<file path="src/rtl/mat_reader_pkg.sv">
// Shared types and sizing for the matrix stream reader.
package mat_reader_pkg;

   typedef enum logic [1:0] {
      IDLE  = 2'd0,
      READ  = 2'd1,
      DRAIN = 2'd2,
      DONE  = 2'd3
   } state_t;

   localparam int FIFO_DEPTH = 3;
   localparam int FIFO_CNT_W = $clog2(FIFO_DEPTH + 1);

endpackage

</file>
<file path="src/rtl/mat_stream_reader_fifo.sv">
// Small synchronous FIFO that buffers RAM read data ahead of the output stream.
module stream_fifo #(
   parameter int DATA_WIDTH = 16,
   parameter int DEPTH      = 3
) (
   input  logic                         clock,
   input  logic                         reset,
   input  logic                         push,
   input  logic [DATA_WIDTH-1:0]        push_data,
   input  logic                         pop,
   output logic [DATA_WIDTH-1:0]        pop_data,
   output logic                         full,
   output logic                         empty,
   output logic [$clog2(DEPTH+1)-1:0]   count
);

   localparam int PW = (DEPTH > 1) ? $clog2(DEPTH) : 1;
   localparam int CW = $clog2(DEPTH + 1);

   logic [DATA_WIDTH-1:0] mem_r [DEPTH];
   logic [PW-1:0]         wr_ptr_r;
   logic [PW-1:0]         rd_ptr_r;
   logic [CW-1:0]         count_r;
   logic                  do_push_s;
   logic                  do_pop_s;

   function automatic logic [PW-1:0] ptr_next(input logic [PW-1:0] p);
      if (p == PW'(DEPTH - 1)) begin
         ptr_next = '0;
      end else begin
         ptr_next = p + PW'(1);
      end
   endfunction

   assign full      = (count_r == CW'(DEPTH));
   assign empty     = (count_r == CW'(0));
   assign count     = count_r;
   assign pop_data  = mem_r[rd_ptr_r];
   assign do_push_s = push && !full;
   assign do_pop_s  = pop && !empty;

   // Storage, pointers and occupancy; push and pop in one cycle leaves count unchanged.
   always_ff @(posedge clock or posedge reset) begin
      if (reset) begin
         for (int i = 0; i < DEPTH; i++) begin
            mem_r[i] <= '0;
         end
         wr_ptr_r <= '0;
         rd_ptr_r <= '0;
         count_r  <= '0;
      end else begin
         if (do_push_s) begin
            mem_r[wr_ptr_r] <= push_data;
            wr_ptr_r        <= ptr_next(wr_ptr_r);
         end
         if (do_pop_s) begin
            rd_ptr_r <= ptr_next(rd_ptr_r);
         end
         case ({do_push_s, do_pop_s})
            2'b10:   count_r <= count_r + CW'(1);
            2'b01:   count_r <= count_r - CW'(1);
            default: count_r <= count_r;
         endcase
      end
   end

endmodule

</file>
<file path="src/rtl/mat_stream_reader.sv">
// Streams an R x C matrix from a 1-cycle-latency RAM in row-major or transposed order
// through a small FIFO onto a valid/ready interface.
module mat_stream_reader
   import mat_reader_pkg::*;
#(
   parameter int DATA_WIDTH = 16,
   parameter int ADDR_WIDTH = 10,
   parameter int DIM_WIDTH  = 6
) (
   input  logic                  clock,
   input  logic                  reset,
   input  logic                  start,
   input  logic [ADDR_WIDTH-1:0] base_addr,
   input  logic [DIM_WIDTH-1:0]  rows,
   input  logic [DIM_WIDTH-1:0]  cols,
   input  logic                  transpose,
   output logic                  busy,
   output logic                  done,
   output logic [ADDR_WIDTH-1:0] mem_addr,
   output logic                  mem_rd_en,
   input  logic [DATA_WIDTH-1:0] mem_rd_data,
   output logic [DATA_WIDTH-1:0] out_data,
   output logic                  out_valid,
   input  logic                  out_ready,
   output logic                  out_last
);

   state_t                  state_r, state_s;
   logic [DIM_WIDTH-1:0]    rows_r, cols_r;
   logic                    transpose_r;
   logic [DIM_WIDTH-1:0]    inner_r, outer_r;
   logic [ADDR_WIDTH-1:0]   addr_r, line_base_r;
   logic                    in_flight_r, flight_last_r;

   logic [DIM_WIDTH-1:0]    inner_lim_s, outer_lim_s;
   logic [ADDR_WIDTH-1:0]   cols_ext_s, inner_step_s, outer_step_s;
   logic                    inner_end_s, final_s, zero_dim_s;
   logic [FIFO_CNT_W:0]     occ_s;
   logic                    room_s, pop_s, head_last_s;
   logic [DATA_WIDTH:0]     fifo_head_s;
   logic                    fifo_full_s, fifo_empty_s;
   logic [FIFO_CNT_W-1:0]   fifo_count_s;

   // The inner loop walks along a row (or a column when transposed); the outer loop steps lines.
   assign cols_ext_s   = ADDR_WIDTH'(cols_r);
   assign inner_step_s = transpose_r ? cols_ext_s : ADDR_WIDTH'(1);
   assign outer_step_s = transpose_r ? ADDR_WIDTH'(1) : cols_ext_s;
   assign inner_lim_s  = transpose_r ? rows_r : cols_r;
   assign outer_lim_s  = transpose_r ? cols_r : rows_r;
   assign inner_end_s  = (inner_r == inner_lim_s - DIM_WIDTH'(1));
   assign final_s      = inner_end_s && (outer_r == outer_lim_s - DIM_WIDTH'(1));
   assign zero_dim_s   = (rows == DIM_WIDTH'(0)) || (cols == DIM_WIDTH'(0));

   // Credit check uses registered state only, keeping out_ready off the read path.
   assign occ_s  = {1'b0, fifo_count_s} + {{FIFO_CNT_W{1'b0}}, in_flight_r};
   assign room_s = (occ_s < (FIFO_CNT_W + 1)'(FIFO_DEPTH));

   assign out_valid   = !fifo_empty_s;
   assign out_data    = fifo_head_s[DATA_WIDTH-1:0];
   assign out_last    = fifo_head_s[DATA_WIDTH];
   assign head_last_s = fifo_head_s[DATA_WIDTH];
   assign pop_s       = out_valid && out_ready;
   assign mem_addr    = addr_r;

   // State register.
   always_ff @(posedge clock or posedge reset) begin
      if (reset) begin
         state_r <= IDLE;
      end else begin
         state_r <= state_s;
      end
   end

   // Next-state and status/strobe decode.
   always_comb begin
      state_s   = state_r;
      busy      = 1'b0;
      done      = 1'b0;
      mem_rd_en = 1'b0;
      case (state_r)
         IDLE: begin
            if (start) begin
               if (zero_dim_s) begin
                  state_s = DONE;
               end else begin
                  state_s = READ;
               end
            end else begin
               state_s = IDLE;
            end
         end
         READ: begin
            busy      = 1'b1;
            mem_rd_en = room_s;
            if (room_s && final_s) begin
               state_s = DRAIN;
            end else begin
               state_s = READ;
            end
         end
         DRAIN: begin
            busy = 1'b1;
            if (pop_s && head_last_s) begin
               state_s = DONE;
            end else begin
               state_s = DRAIN;
            end
         end
         DONE: begin
            done    = 1'b1;
            state_s = IDLE;
         end
         default: begin
            state_s = IDLE;
         end
      endcase
   end

   // Operand capture, loop counters and incremental address accumulators.
   always_ff @(posedge clock or posedge reset) begin
      if (reset) begin
         rows_r      <= '0;
         cols_r      <= '0;
         transpose_r <= 1'b0;
         inner_r     <= '0;
         outer_r     <= '0;
         addr_r      <= '0;
         line_base_r <= '0;
      end else if (state_r == IDLE && start) begin
         rows_r      <= rows;
         cols_r      <= cols;
         transpose_r <= transpose;
         inner_r     <= '0;
         outer_r     <= '0;
         addr_r      <= base_addr;
         line_base_r <= base_addr;
      end else if (mem_rd_en) begin
         if (inner_end_s) begin
            inner_r     <= '0;
            outer_r     <= outer_r + DIM_WIDTH'(1);
            line_base_r <= line_base_r + outer_step_s;
            addr_r      <= line_base_r + outer_step_s;
         end else begin
            inner_r <= inner_r + DIM_WIDTH'(1);
            addr_r  <= addr_r + inner_step_s;
         end
      end
   end

   // Tracks the read whose data lands next cycle, tagged if it is the final element.
   always_ff @(posedge clock or posedge reset) begin
      if (reset) begin
         in_flight_r   <= 1'b0;
         flight_last_r <= 1'b0;
      end else begin
         in_flight_r   <= mem_rd_en;
         flight_last_r <= mem_rd_en && final_s;
      end
   end

   stream_fifo #(
      .DATA_WIDTH (DATA_WIDTH + 1),
      .DEPTH      (FIFO_DEPTH)
   ) u_fifo (
      .clock     (clock),
      .reset     (reset),
      .push      (in_flight_r && !fifo_full_s),
      .push_data ({flight_last_r, mem_rd_data}),
      .pop       (pop_s),
      .pop_data  (fifo_head_s),
      .full      (fifo_full_s),
      .empty     (fifo_empty_s),
      .count     (fifo_count_s)
   );

endmodule

</file>
<file path="config.mk">
export PLATFORM = sky130hd
export DESIGN_NAME = mat_stream_reader
export DESIGN_NICKNAME = d
export VERILOG_FILES = /design/src/rtl/mat_reader_pkg.sv /design/src/rtl/mat_stream_reader_fifo.sv /design/src/rtl/mat_stream_reader.sv
export SDC_FILE = /design/constraint.sdc
export NUM_CORES = 1
export LEC_CHECK = 0
export BUFFER_PORTS_ARGS = -buffer_cell sky130_fd_sc_hd__buf_4
export CORE_ASPECT_RATIO = 0.75
export CORE_MARGIN = 3
export CORE_UTILIZATION = 53
export DETAILED_ROUTE_END_ITERATION = 12
export PLACE_DENSITY = 0.85
export SETUP_SLACK_MARGIN = 0.4
export SYNTH_ARGS = -nofsm -noshare
export SYNTH_HDL_FRONTEND = slang
export SYNTH_SLANG_ARGS = --single-unit
</file>
<file path="constraint.sdc">
create_clock -name clock -period 3.75 [get_ports clock]
set_clock_uncertainty 0.05 [all_clocks]
set_input_delay 0.5625 -clock clock [delete_from_list [all_inputs] [get_ports clock]]
set_output_delay 0.5625 -clock clock [all_outputs]
set_load 0.1 [all_outputs]
</file>
After elaboration in Yosys (flattened, before gate mapping)
Cells that the tools add are included.

storage, ports and cells
  register bits = 106
  latch bits = 0
  RAM bits = 0
  bits in read-only memories = 0
  input port bits = 43
  output and inout port bits = 31
  word-level logic and storage cells = 98
  memories = 0

operators by class
  add/subtract/negate cells = 11
  multipliers = 0
  div/mod/pow operators = 0
  magnitude comparators = 4
  equality and inequality tests = 10
  shift-type cells = 0
  mux-type cells = 33
  bitwise logic cells = 2
  reductions and logical operators = 22

operators by type and width
  cell                 count
  $mux 10              6
  $mux 6               10
  $bwmux 51            1
  $mux 17              3
  $bmux 17 s2          1
  $demux 17 s2         1
  $add 10x6->10        2
  $add 6x1->6 const B  2
  $eq 2x2->1 const B   6
  $eq 6x6->1           2
  $logic_not 6->1      2
  $sub 6x1->6 const B  2
  $logic_and 1x1->1    10
  $mux 2               5
  $pmux 2 s4           1
  $add 2x1->2 const B  3
  $ge 3x3->1 const B   2
  $not 2->3            2
  $reduce_bool 2->1    3
  $eq 2x1->1 const B   2
  $logic_not 2->1      2
  $mux 1               4
  $pmux 2 s2           1
  $add 2x1->3          1
  other kinds (7)      8

Logic depth before layout (Yosys ltp)
Gate-level depths: netlist of run 1.

  depth after elaboration = 7
  depth in mapped cells = 15
  gate-level depth less buffers = 10

Modules after synthesis
Synthesis of run 1 repeated with hierarchy kept, for this count alone.

second synthesis, totals
  cell total of the unflattened synthesis = 670
  area total of the unflattened synthesis = 6496.2 um^2

by module, submodules not included
  module             instances  cells an instance  area each (um^2)  seq. area each (um^2)
  mat_stream_reader  1          480                3952.5            1226.2
  stream_fifo        1          190                2543.7            1426.4

Least setup slack after synthesis of run 1
No wires, ideal clock.

  path kind = reg2out
  from = register u_fifo.rd_ptr_r[0]
  to = output out_data[15]
  data arrival time = 2931 ps
  required time = 3137 ps
  slack = 207 ps
  cell stages (with the launch flop) = 4
  path buffers = 1
  cells stage by stage = dfrtp_1 -> clkbuf_1 -> mux2i_1 -> o21ai_0

on the way
  cells in the longest elaborated chain, start to end = 4

ends and longest elaborated chain
  what                                        RTL line                      RTL
  from (decl)                                 mat_stream_reader_fifo.sv:22  logic [PW-1:0] rd_ptr_r;
  from (signal assigned)                      mat_stream_reader_fifo.sv:57  rd_ptr_r <= ptr_next(rd_ptr_r);
  $not 2->3 (not written as such)             mat_stream_reader_fifo.sv:38  assign pop_data = mem_r[rd_ptr_r];
  $bmux 17 s2                                 mat_stream_reader_fifo.sv:38
  $mux 17 (not written as such) (2 in a row)  mat_stream_reader_fifo.sv:38
  to (decl)                                   mat_stream_reader.sv:22       output logic [DATA_WIDTH-1:0] out_data,

Every way passes these cells. The select of a mux whose other input is x is not followed.

Final worst setup path of run 1
  from = register u_fifo.count_r[0], in the netlist u_fifo.count[0]
  to = output mem_rd_en

on the way
  cells in the longest elaborated chain, start to end = 3

ends and longest elaborated chain
  what                    RTL line                      RTL
  from (decl)             mat_stream_reader_fifo.sv:23  logic [CW-1:0] count_r;
  from (signal assigned)  mat_stream_reader_fifo.sv:60  2'b10: count_r <= count_r + CW'(1);
  from (signal assigned)  mat_stream_reader_fifo.sv:61  2'b01: count_r <= count_r - CW'(1);
  from (signal assigned)  mat_stream_reader_fifo.sv:62  default: count_r <= count_r;
  $add 2x1->3             mat_stream_reader.sv:55       assign occ_s = {1'b0, fifo_count_s} + {{FIFO_CNT_W{1'b0}}, in_flight_r};
  $lt 3x2->1              mat_stream_reader.sv:56       assign room_s = (occ_s < (FIFO_CNT_W + 1)'(FIFO_DEPTH));
  $mux 1                  mat_stream_reader.sv:80       case (state_r)
  to (decl)               mat_stream_reader.sv:20       output logic mem_rd_en,

Every way passes these cells.

==> results by stage, run 1 <==
Outcome:
- The run finished with clean final reports.

Floorplan:
- The width of the die is 131 microns.
- Once the floorplan was initialized, standard cells occupied 55.4% of the core.
- After floorplanning, the core was divided into 33 placement rows.
- The die is 99.7 microns tall.
- The core region is 11200 sq um.
- During I/O placement, the number of pins put on the boundary was 74.
- The die covers 13000 sq um.

Synth:
- By area the synthesized netlist is led by sky130_fd_sc_hd__dfrtp_1, sky130_fd_sc_hd__mux2_2, sky130_fd_sc_hd__mux2i_1, sky130_fd_sc_hd__nand2_1, sky130_fd_sc_hd__ha_1.
- The number of enable-type register cells in the synthesized netlist is 0.
- Among all flip-flop cells after synthesis, the most frequent one is sky130_fd_sc_hd__dfrtp_1.
- The number of instances in the synthesized netlist is 626.
- Counting flops with an async set or reset pin after synthesis yields a share of 100%.
- The area fraction of the dominant cell type after synthesis is 42.8%.
- sky130_fd_sc_hd__dfrtp_1 takes more of the synthesized area than any other cell.
- For this run, the register share of the synthesized area comes to 42.8%.
- Synthesis instantiated 56 different standard cells from the library.
- The number of synthesized register bits is 106.
- Counting every net in the synthesized netlist gives 695.
- The synthesized area per cell is 9.91 sq um.
- During synthesis, Yosys emitted a total of 0 warnings.
- The area of the mapped netlist is 6200 sq um.

Power and ir drop:
- Dividing total power by cell area gives a power density of 455 nW/um^2.
- Registers are responsible for 39.4% of the overall power.
- The clock share of power is 28.2%.
- The design draws 3.31 mW.
- In this run the power spent charging and discharging nets is 1.34 mW.
- The worst ir drop on vdd is 284 uV.
- The combinational power share is 32.4%.
- Net switching is 40.4% of the power.
- The cell leakage power is 3.40 nW.
- The internal power is 1.97 mW.

Final layout:
- The post-route netlist has 25.9% of its cells at a drive strength greater than 1.
- After the last flow step, the layout net total stands at 758.
- After routing the design area is 7270 sq um.
- The number of antenna diodes in the final layout is 0.
- The layout overhead on the synthesized area is 17.2%.

Global routing:
- The total overflow left after global routing is 0.
- Global routing consumed, over all layers together, 24.4% of the routing resources.
- The number of antenna violations at the first check in global routing is 0.
- Entering global routing, the biggest net connects 54 pins.
- The number of global-route vias before repair is 4991.
- The wire length of the first global-routing pass is 25200 microns.

Detailed routing:
- The detail-routed net length per standard cell is 18.2 microns.
- In this run, the number of DRC markers left after iteration 0 of detailed routing was 412.
- The number of iterations in the first detailed-routing pass is 5.
- Once detail routing completed, the nets flagged for antenna violations numbered 0.
- For this block, the via count after detailed routing is 5040.
- The detailed-route DRC error count is 0.
- The post-detailed-route via-to-cell ratio is 5.92.
- The total wire length after detailed routing is 15500 microns.

Critical path:
- The critical-path cell with the highest stage delay is sky130_fd_sc_hd__dfrtp_1.
- Traced cell by cell, the critical path runs through ha_1 -> ha_1 -> a21oi_1 -> nand2_1 -> clkinvlp_4 -> buf_4.
- The data required time of the critical path is 3.14 ns.
- The nature of the critical path startpoint is a flip-flop.
- Along the worst path, the maximum fanout reaches 12.
- The count of cell instances traversed by the critical path is 6.
- Counting stages on the worst path, the most repeated cell is sky130_fd_sc_hd__ha_1.
- The data arrival at the endpoint of the critical path is 2.68 ns.
- The worst-case reg-to-reg path depth is 10.
- The setup path with the least slack is of type reg -> out.
- The critical path's largest stage delay is 0.44 ns.
- The count of buffer and inverter cells on the critical path is 2.
- In this design, the largest share of critical-path delay is due to buffers and inverters.
- The type of element capturing the critical path is an output port.

CTS:
- Clock tree synthesis found a total of 106 sinks.
- The deepest clock path buffer count is 2.
- TritonCTS built the clock tree.
- The post-CTS setup repair buffer count is 0.
- The number of buffers inserted during clock tree synthesis is 9.
- The number of cells upsized or downsized after cts is 0.
- The clock reaches the later pin of the worst-skew pair after 0.35 ns.
- Buffers inserted to repair hold after CTS numbered 0.
- The number of H-tree levels is 3.
- The clock edge transition at the registers on the reported setup and hold paths is 0.07 ns.
- CTS placed an instance of sky130_fd_sc_hd__clkbuf_16 at the clock tree root.

Job:
- The tool flagged a number of max-cap violations equal to 0.

STA:
- The setup TNS is 0 ns.
- The smallest hold slack is 0.208 ns.
- The worst pin sits at a relative slew slack of 36.2%.
- The minimum setup slack in the final design is 0.460 ns.
- Dividing the final minimum period by the clock period gives 87.7%.
- The number of endpoints failing setup at the final stage is 0.
- At the pin with the least slew margin, the transition time is 0.955 ns.
- For this run, the top clock speed supported by timing is 304 MHz.
- The final count of pins violating max slew came to 0.
- The final hold violation count was 0.
- Setup repair after global routing left no endpoint under its margin.
- The smallest clock period supported by the final layout is computed as 3.29 ns.

Place:
- The congestion estimate from routability-driven global placement came to 0.883.
- The count of input and output buffers is 73.
- The worst-case setup slack after placement is 0.446 ns.
- The cell area after placement is 6960 sq um.
- Once detailed placement completed, the half-perimeter wirelength came to 10900 microns.

Min path:
- The worst hold path belongs to the class in -> async.
==> worst register-to-register path: stages, from the launching register on <==
cell and delay (ns):
sky130_fd_sc_hd__dfrtp_1 0.37, sky130_fd_sc_hd__buf_4 0.25, sky130_fd_sc_hd__mux2i_2 0.32, sky130_fd_sc_hd__ha_1 0.25, sky130_fd_sc_hd__xor2_1 0.21, sky130_fd_sc_hd__xnor2_1 0.13
sky130_fd_sc_hd__a2111oi_2 0.38, sky130_fd_sc_hd__and3_2 0.31, sky130_fd_sc_hd__nand3_4 0.16, sky130_fd_sc_hd__or4_1 0.50, sky130_fd_sc_hd__a21oi_1 0.17
==> per-stage QoR <==
stage | instances | util, %
2_1_floorplan | 626 | -
3_5_place_dp | 835 | 62.2
6_report | 851 | 65.0
4_1_cts | 851 | 64.8
3_3_place_gp | 835 | 62.2
5_1_grt | 851 | 65.0
==> power by group through the flow <==
stage	combinational, mW	clock [mW]	sequential [mW]
after floorplan	0.937	0	1.22
after global placement	1.06	0	1.32
after detailed placement	1.07	0	1.32
after CTS	1.08	0.946	1.30
after global routing	1.12	0.998	1.31
final	1.07	0.933	1.30
==> sequential cells by signal (all words and copies together), names as in the netlist <==
register         count
cols_r               6
flight_last_r        1
in_flight_r          1
inner_r              6
line_base_r         10
mem_addr            10
outer_r              6
rows_r               6
state_r              2
transpose_r          1
u_fifo.count         2
u_fifo.mem_r        51
u_fifo.rd_ptr_r      2
u_fifo.wr_ptr_r      2
==> final cells by class <==
type	instances	area, sq um
clock buffers	11	253
clock inverters	5	41.3
fillers	860	3920
inverters	13	56.3
multi-input cells	474	3430
flip-flops and latches	106	2650
well taps	157	196
repair buffers	85	638
==> routing by layer <==
layer  part of all wire [%]  vias to the layer above  GRT usage [%]
met5                      0                        -              0
met4                    1.4                        0           5.22
met3                    6.9                       18           6.07
met2                     46                      176           37.9
met1                     46                     2482           34.8
li1                       -                     2364              -
==> cells by family after synthesis <==
logic type	count (synthesis)	synth area share, %
AND/OR/NAND/NOR	209	16.4
AO/OA/AOI/OAI	114	11.5
flip-flops	106	42.8
multiplexers	85	14.8
buffers and inverters	46	3.23
XOR/XNOR	40	5.87
adder cells (fa/ha/maj)	26	5.49
==> path summary, 6_finish.rpt <==
check / startpoint / endpoint / slack (ns)
worst max-delay path: u_fifo.count[0] / mem_rd_en / 0.46
worst min-delay path: reset / u_fifo.mem_r[0] / 0.21
worst max register to register: transpose_r / outer_r[4] / 0.58
worst min register to register: u_fifo.mem_r[31] / u_fifo.mem_r[31] / 0.46
max in group asynchronous: reset / u_fifo.rd_ptr_r[0] / 2.39
min in group clock: rows[0] / rows_r[0] / 0.36
==> layout by cell type (no fill, tap or decap), types with 15 or more instances in the layout <==
master                    netlist  final
sky130_fd_sc_hd__a21oi_1       27     27
sky130_fd_sc_hd__buf_4          0     85
sky130_fd_sc_hd__dfrtp_1      106    105
sky130_fd_sc_hd__ha_1          24     24
sky130_fd_sc_hd__mux2_2        52     52
sky130_fd_sc_hd__mux2i_1       33     32
sky130_fd_sc_hd__nand2_1       86     86
sky130_fd_sc_hd__nor2_1        31     31
sky130_fd_sc_hd__nor3_1        16     15
sky130_fd_sc_hd__o21ai_0       20     19
sky130_fd_sc_hd__xnor2_1       22     22
sky130_fd_sc_hd__xor2_1        17     17
==> Yosys cell counts (4+ instances only) <==
library cell,instances
sky130_fd_sc_hd__dfrtp_1,106
sky130_fd_sc_hd__nand2_1,86
sky130_fd_sc_hd__mux2_2,52
sky130_fd_sc_hd__mux2i_1,33
sky130_fd_sc_hd__nor2_1,31
sky130_fd_sc_hd__a21oi_1,27
sky130_fd_sc_hd__ha_1,24
sky130_fd_sc_hd__clkbuf_1,23
sky130_fd_sc_hd__o22ai_1,23
sky130_fd_sc_hd__xnor2_1,22
sky130_fd_sc_hd__o21ai_0,20
sky130_fd_sc_hd__xor2_1,17
sky130_fd_sc_hd__nor3_1,16
sky130_fd_sc_hd__inv_1,13
sky130_fd_sc_hd__nand3_1,12
sky130_fd_sc_hd__a21o_1,7
sky130_fd_sc_hd__a31oi_1,7
sky130_fd_sc_hd__nand4_1,7
sky130_fd_sc_hd__nor4_1,7
sky130_fd_sc_hd__or2_2,7
sky130_fd_sc_hd__or3_1,7
sky130_fd_sc_hd__nor2b_1,6
sky130_fd_sc_hd__a211oi_1,5
sky130_fd_sc_hd__and2_1,5
sky130_fd_sc_hd__nor3b_1,5
sky130_fd_sc_hd__and3_1,4
sky130_fd_sc_hd__buf_2,4
sky130_fd_sc_hd__o211ai_1,4
sky130_fd_sc_hd__o31ai_1,4
No activity file was read; power rests on OpenSTA's default activity.
==> run 2, diff against run 1 <==
- ABC_AREA: not set -> 1
==> run 2 against run 1 <==
  * Fmax rose by 11%
  * Clock power rose by 2.5%
  * Largest cell class unchanged
  * Register-to-register slack better by 0.22 ns
  * Hold slack better by 0.15 ns
  * Critical endpoint is now out_data[2]
  * Sequential power fell by 7%
  * First-iteration DRC count rose by 12%
  * Die area about the same
==> results by stage, run 2 <==
Outcome:
- The run finished with clean final reports.

Synth:
- The area of the mapped netlist is 6210 sq um (about the same).
- By instance count, the leading cell after synthesis is sky130_fd_sc_hd__nand2_1.
- The synthesized area per cell was 7.66 sq um (-23%).
- The count of unique library cells instantiated by Yosys is 40 (-29%).
- Yosys attributes the largest share of cell area to sky130_fd_sc_hd__dfrtp_1, sky130_fd_sc_hd__nand2_1, sky130_fd_sc_hd__o21ai_0, sky130_fd_sc_hd__inv_1, sky130_fd_sc_hd__nand3_1.
- The number of warnings printed during yosys synthesis is 0 (unchanged).
- The commonest cells after synthesis are sky130_fd_sc_hd__nand2_1, sky130_fd_sc_hd__dfrtp_1, sky130_fd_sc_hd__inv_1.
- The number of synthesized register bits is 106 (unchanged).
- The number of nets in the synthesized netlist is 879 (+26%).
- The proportion of register bits with asynchronous set or reset after synthesis is 100% (unchanged).
- The number of instances in the synthesized netlist is 810 (+29%).
- The sequential share of the synthesized area is 42.7% (about the same).
- Summed over all instances, the cell type with the most area after synthesis is sky130_fd_sc_hd__dfrtp_1.
- The area fraction of the dominant cell type after synthesis came to 42.7% (about the same).
- The number of enable-type register cells in the synthesized netlist is 0 (unchanged).
- The primary flip-flop cell chosen by synthesis mapping is sky130_fd_sc_hd__dfrtp_1.

Place:
- The routability congestion estimate from global placement is 0.922 (+4.5%).
- The HPWL after detailed placement came to 11300 microns (+3.5%).
- The cell area after placement is 6920 sq um (-0.59%).
- The count of input and output buffers is 73 (unchanged).

Power and ir drop:
- The worst ir drop on vdd is 485 uV (+71%).
- The net switching power of the design is 1.78 mW (+33%).
- The clock share of power came to 25.6% (-2.6 points).
- The switching power as a share of total power came to 47.6% (+7.2 points).
- The combinational power share was 42.0% (+9.6 points).
- The cell leakage power is 3.90 nW (+15%).
- The portion of total power attributed to sequential cells is 32.4% (-7.0 points).
- The internal power is 1.96 mW (-0.73%).
- The total power divided by cell area is 519 nW/um^2 (+14%).

Min path:
- The worst min-delay path class is in -> async.

Detailed routing:
- The post-detailed-route via-to-cell ratio is 5.37 (-9.3%).
- The via count is 5584 (+11%).
- The violation count after the first detailed-routing iteration is 462 (+12%).
- The residual antenna-violating net count after detailed routing is 0 (unchanged).
- The detailed-route DRC error count is 0 (unchanged).
- The number of iterations in the first detailed-routing pass was 5 (unchanged).
- The total wire length after detailed routing is 15500 microns (-0.18%).
- The detail-routed net length per standard cell came to 14.9 microns (-18%).

STA:
- The transition time of the tightest slew-check pin is 0.967 ns (+0.0114 ns).
- The relative slew slack came to 35.4% (-0.74 points).
- The number of endpoints failing setup at the final stage is 0 (unchanged).
- Setup repair after global routing left no endpoint under its margin.
- The maximum achievable frequency was 338 MHz (+11%).
- The setup TNS is 0 ns (unchanged).
- The final count of pins violating max slew is 0 (unchanged).
- The post-route minimum period is 2.96 ns (-0.333 ns).
- The final hold violation count came to 0 (unchanged).
- The final critical-path share of the clock period is 78.9% (-8.9 points).

Critical path:
- The worst-case reg-to-reg path depth is 11 (+1).
- The largest fanout on the critical path is 18 (+6).
- The capturing point of the worst reg2reg path is inner_r[2].
- The launching point of the worst reg2reg path is transpose_r.
- The worst setup path is of the reg -> out kind.
- The worst setup path is captured at an output port.
- The data required time of the critical path is 3.14 ns (about the same).
- The data arrival at the endpoint of the critical path came to 2.35 ns (-0.33 ns).
- The setup slack of the most critical reg-to-reg path is 0.80 ns (+0.22 ns).
- The nature of the critical path startpoint is a flip-flop.

Global routing:
- The wire length of the first global-routing pass was 25300 microns (+0.66%).
- The number of global-route vias before repair is 5220 (+4.6%).
- The number of antenna violations at the first check in global routing is 0 (unchanged).
- The maximum number of pins on one net before global-route repair is 47 (-13%).
- The global router's overall resource usage was 24.3% (-0.061 points).
- The global-route congestion overflow total is 0 (unchanged).

Final layout:
- The number of inserted diodes came to 0 (unchanged).
- The area of all placed cells without fillers is 7210 sq um (-0.81%).
- The multi-input logic area was 3020 sq um (-12%).
- The number of fillers in the final layout is 948 (+10%).
- The layout net count is 946 (+25%).
- The library cell used most frequently in the layout, excluding fill and tap cells, is sky130_fd_sc_hd__nand2_1.
- The combined flip-flop and latch cell area is 2650 sq um (about the same).
- The fraction of layout instances using a drive strength above 1 came to 15.8% (-10 points).
- The flip-flop count of the largest register, all copies and words added is 51 (unchanged).
- The layout overhead on the synthesized area is 16.2%.
- In the layout the commonest cells are sky130_fd_sc_hd__nand2_1, sky130_fd_sc_hd__dfrtp_1, sky130_fd_sc_hd__inv_1.
- The register with the most flip-flops is u_fifo.mem_r.

CTS:
- The clock sink count is 106 (unchanged).
- TritonCTS built the clock tree.
- The number of cells upsized or downsized after cts is 0 (unchanged).
- The number of hold buffers added after cts was 0 (unchanged).
- The number of buffers inserted during clock tree synthesis is 9 (unchanged).
- The root buffer cell chosen for the clock tree is sky130_fd_sc_hd__clkbuf_16.
- The clock edge transition at the registers on the reported setup and hold paths is 0.08 ns (about the same).
- The source-to-sink clock delay at the later pin of the worst-skew pair was 0.35 ns (about the same).
- The post-CTS setup repair buffer count was 0 (unchanged).
- The deepest clock path buffer count is 2 (unchanged).
- The number of H-tree levels was 3 (unchanged).

Floorplan:
- The width of the die is 131 microns (about the same).
- The count of pins on the block boundary came to 74 (unchanged).
- The count of standard-cell rows came to 33 (unchanged).
- The total die area is 13100 sq um (about the same).
- The initial standard-cell utilization of the core is 55.5% (about the same).
- The placeable core area came to 11200 sq um (unchanged).
- The y dimension of the die is 99.7 microns (about the same).

Job:
- The max capacitance violation total is 0 (unchanged).
run 2: critical path, stage by stage (launching register included):
cell,delay [ns]
sky130_fd_sc_hd__dfrtp_1,0.62
sky130_fd_sc_hd__nor2_1,0.32
sky130_fd_sc_hd__inv_1,0.31
sky130_fd_sc_hd__o211ai_1,0.37
sky130_fd_sc_hd__buf_4,0.35
run 2: logic make-up after synthesis:
logic type	after synthesis	synth area share (%)
AOI/OAI and AO/OA	139	12.7
xor gates and xnor gates	23	3.25
adders and majority gates	26	5.48
buffers and inverters	135	8.63
DFF	106	42.7
muxes	3	0.544
and+or+nand+nor	378	26.6
run 2: area by class of cell:
| cell class | instances | area share (%) |
|---|---|---|
| well taps | 157 | 2.72 |
| clock inverters | 7 | 0.989 |
| inverters | 109 | 5.76 |
| multi-input cells | 569 | 41.9 |
| clock buffers | 9 | 3.12 |
| repair buffers | 82 | 8.71 |
| flip-flops and latches | 106 | 36.8 |
run 2: metrics by stage:
step	setup slack, ns	utilization (%)	power [mW]	hold slack, ns	instances
after floorplan	0.636	-	2.47	0.403	810
after global placement	0.948	61.8	2.80	0.415	1023
after detailed placement	0.847	61.8	2.81	0.424	1023
after CTS	0.803	64.5	3.75	0.367	1039
after global routing	0.465	64.5	3.87	0.379	1039
final	0.792	64.5	3.74	0.362	1039
run 2: how the worst max path moves through the flow:
stage / from / to / slack [ns] / cells past startpoint
after global routing: transpose_r / inner_r[2] / 0.46 / 14
after detailed placement: transpose_r / inner_r[2] / 0.85 / 11
after global placement: transpose_r / inner_r[2] / 0.95 / 13
final: u_fifo.rd_ptr_r[0] / out_data[2] / 0.79 / 4
after CTS: u_fifo.rd_ptr_r[0] / out_data[2] / 0.80 / 4
after floorplan: u_fifo.rd_ptr_r[0] / out_data[10] / 0.64 / 5
run 2: power groups by stage:
stage | registers (mW) | logic [mW] | clock network, mW
after floorplan | 1.20 | 1.26 | 0
after global placement | 1.24 | 1.56 | 0
after detailed placement | 1.24 | 1.57 | 0
after CTS | 1.21 | 1.58 | 0.959
after global routing | 1.22 | 1.64 | 1.01
final | 1.21 | 1.57 | 0.956
run 2: per-layer routing:
layer  GRT usage [%]  part of all wire, %
met3            3.86                  7.5
met5               0                    0
met4            5.93                  1.2
met1            35.9                   45
met2            37.6                   46
==> run 3, diff against run 2 <==
- clock period: 3.75 -> 3.05 ns (I/O delays scaled with it)
==> run 3 against run 2 <==
  * Register-to-register slack lost 0.23 ns
  * Design area grew 0.64%
  * Worst setup slack worse by 0.27 ns
  * Global-route usage down 0.18 points
  * First-iteration DRC count is 20% higher
==> results by stage, run 3 (synthesis gave the netlist of run 2 again) <==
Place:
- The HPWL after detailed placement is 11400 microns (+0.90%).
- The number of cells in the design after placement was 1026 (+0.29%).
- The count of input and output buffers is 73 (unchanged).
- The routability congestion estimate from global placement is 0.946 (+2.6%).

Final layout:
- Ranked by flip-flop count, first place goes to u_fifo.mem_r.
- The combined flip-flop and latch cell area is 2650 sq um (about the same).
- The flip-flop count of the largest register, all copies and words added is 51 (unchanged).
- The fraction of layout instances using a drive strength above 1 is 16.6% (+0.83 points).
- The layout net count is 951 (+0.53%).
- The multi-input logic area is 3030 sq um (+0.25%).
- The layout overhead on the synthesized area is 17.0%.
- The number of inserted diodes was 0 (unchanged).
- The number of fillers in the final layout came to 897 (-5.4%).
- The final non-filler cell total is 1043 (+0.38%).
- The library cells used most frequently in the layout, excluding fill and tap cells, are sky130_fd_sc_hd__nand2_1, sky130_fd_sc_hd__dfrtp_1, sky130_fd_sc_hd__inv_1.
- Leaving out fill and tap cells, the most frequent cell in the layout is sky130_fd_sc_hd__nand2_1.

CTS:
- The number of buffers inserted during clock tree synthesis is 9 (unchanged).
- The clock sink count is 106 (unchanged).
- The deepest clock path buffer count came to 2 (unchanged).
- The clock edge transition at the registers on the reported setup and hold paths is 0.07 ns (about the same).
- The CTS tree is built.
- The source-to-sink clock delay at the later pin of the worst-skew pair came to 0.35 ns (about the same).
- The root buffer cell chosen for the clock tree is sky130_fd_sc_hd__clkbuf_16.
- The number of H-tree levels is 3 (unchanged).

STA:
- The maximum achievable frequency is 395 MHz.
- The setup TNS is 0 ns (unchanged).
- The final count of pins violating max slew came to 0 (unchanged).
- Setup repair after global routing could not meet its margin everywhere.
- The transition time of the tightest slew-check pin came to 0.607 ns (-0.359 ns).
- The final hold violation count came to 0 (unchanged).
- The worst path in the final design needs a cycle of 2.53 ns, including I/O delays and setup.
- Of the available clock period, the critical path in the final layout requires 82.9%.
- The relative slew slack was 59.1% (+24 points).
- The number of endpoints failing setup at the final stage is 0 (unchanged).

Global routing:
- The number of antenna violations at the first check in global routing was 0 (unchanged).
- The number of global-route vias before repair is 5121 (-1.9%).
- The maximum number of pins on one net before global-route repair is 51 (+8.5%).
- The global-route congestion overflow total came to 0 (unchanged).
- The wire length of the first global-routing pass is 25300 microns (about the same).
- The global router's overall resource usage is 24.1% (-0.18 points).

Detailed routing:
- The detail-routed net length per standard cell is 14.8 microns (-0.80%).
- The violation count after the first detailed-routing iteration is 555 (+20%).
- The number of iterations in the first detailed-routing pass is 5 (unchanged).
- The detailed-route DRC error count was 0 (unchanged).
- The residual antenna-violating net count after detailed routing was 0 (unchanged).
- The post-detailed-route via-to-cell ratio is 5.35 (-0.51%).
- The via count is 5577 (-0.13%).
- The total wire length after detailed routing came to 15400 microns (-0.42%).

Critical path:
- Traced cell by cell, the critical path runs through ha_1 -> ha_1 -> a21oi_1 -> nand2_1 -> inv_2 -> buf_6.
- The data arrival at the endpoint of the critical path came to 2.02 ns (-0.33 ns).
- Broken down by cell family, the worst path's largest delay share belongs to adder cells.
- The count of buffer and inverter cells on the critical path was 2 (unchanged).
- The type of the worst setup path is reg -> out.
- The setup slack of the most critical reg-to-reg path is 0.57 ns (-0.23 ns).
- The slowest stage of the critical path is the sky130_fd_sc_hd__dfrtp_1 cell.
- The largest fanout on the critical path is 6 (-12).
- The nature of the critical path startpoint is a flip-flop.
- The type of element capturing the critical path is an output port.
- The data required time of the critical path is 2.54 ns (-0.60 ns).
- The critical path's largest stage delay came to 0.44 ns (-0.18 ns).
- The cell that appears most often on the critical path is sky130_fd_sc_hd__ha_1.

Outcome:
- The flow ran to the end, and the final reports show no timing, DRC or antenna violations.

Job:
- The max capacitance violation total came to 0 (unchanged).

Floorplan:
- The count of pins on the block boundary came to 74 (unchanged).
- The placeable core area is 11200 sq um (unchanged).
- The total die area is 13100 sq um (unchanged).
- The y dimension of the die is 99.7 microns (unchanged).
- The initial standard-cell utilization of the core is 55.5% (unchanged).
- The count of standard-cell rows is 33 (unchanged).
- The width of the die is 131 microns (unchanged).

Power and ir drop:
- The worst ir drop on vdd is 621 uV (+28%).
- The total power divided by cell area was 626 nW/um^2 (+21%).
- The cell leakage power is 3.90 nW (-0.19%).
- The total power after layout is 4.54 mW (+21%).

Min path:
- The worst min-delay path class is in -> async.
==> run 3: worst paths after layout <==
path                                  start                 end  cells past startpoint
hold reg to reg            u_fifo.mem_r[45]    u_fifo.mem_r[45]                      2
min in group clock                  rows[5]           rows_r[5]                      3
max in group asynchronous             reset  u_fifo.rd_ptr_r[0]                      3
setup reg to reg                transpose_r          inner_r[3]                     12
setup / recovery            u_fifo.count[0]           mem_rd_en                      6
hold / removal                        reset          state_r[0]                      2
==> run 3: cell type report <==
cell class	count	area share [%]
multi-input combinational	569	41.8
sequential	106	36.6
timing repair buffer	87	9.45
inverter	109	5.81
clock buffer	10	3.15
tap	157	2.71
clock inverter	5	0.569
==> run 3: metal layers <==
| metal | up-vias | global-route usage [%] | routed length, microns |
|---|---|---|---|
| met5 | - | 0 | 0 |
| met4 | 0 | 4.82 | 161 |
| met3 | 15 | 5.64 | 1200 |
| met2 | 207 | 35.2 | 6710 |
| met1 | 2617 | 36.9 | 7320 |
| li1 | 2738 | - | - |
==> run 3: timing repair <==
item | 4_1_cts | 5_1_grt
setup buffers | 0 | 2
endpoints found under the setup margin | 1 | 14
hold buffers | 0 | 0
resized for setup | 1 | 5
==> run 3: per-stage QoR <==
stage / hold WS, ns / utilization, % / area, sq um / setup WS, ns
6_report: 0.108 / 64.9 / 7260 / 0.521
5_1_grt: 0.143 / 64.9 / 7260 / 0.379
4_1_cts: 0.117 / 64.6 / 7230 / 0.441
3_5_place_dp: 0.423 / 62.2 / 6960 / 0.640
3_3_place_gp: 0.416 / 62.2 / 6960 / 0.688
2_1_floorplan: 0.403 / - / 6240 / 0.136
==> run 3: report_power, final <==
group | total (mW) | switching, mW | internal [mW] | leakage, nW
Clock | 1.08 | 0.527 | 0.555 | 0.119
Combinational | 1.96 | 1.54 | 0.415 | 2.63
Sequential | 1.50 | 0.0672 | 1.43 | 1.15
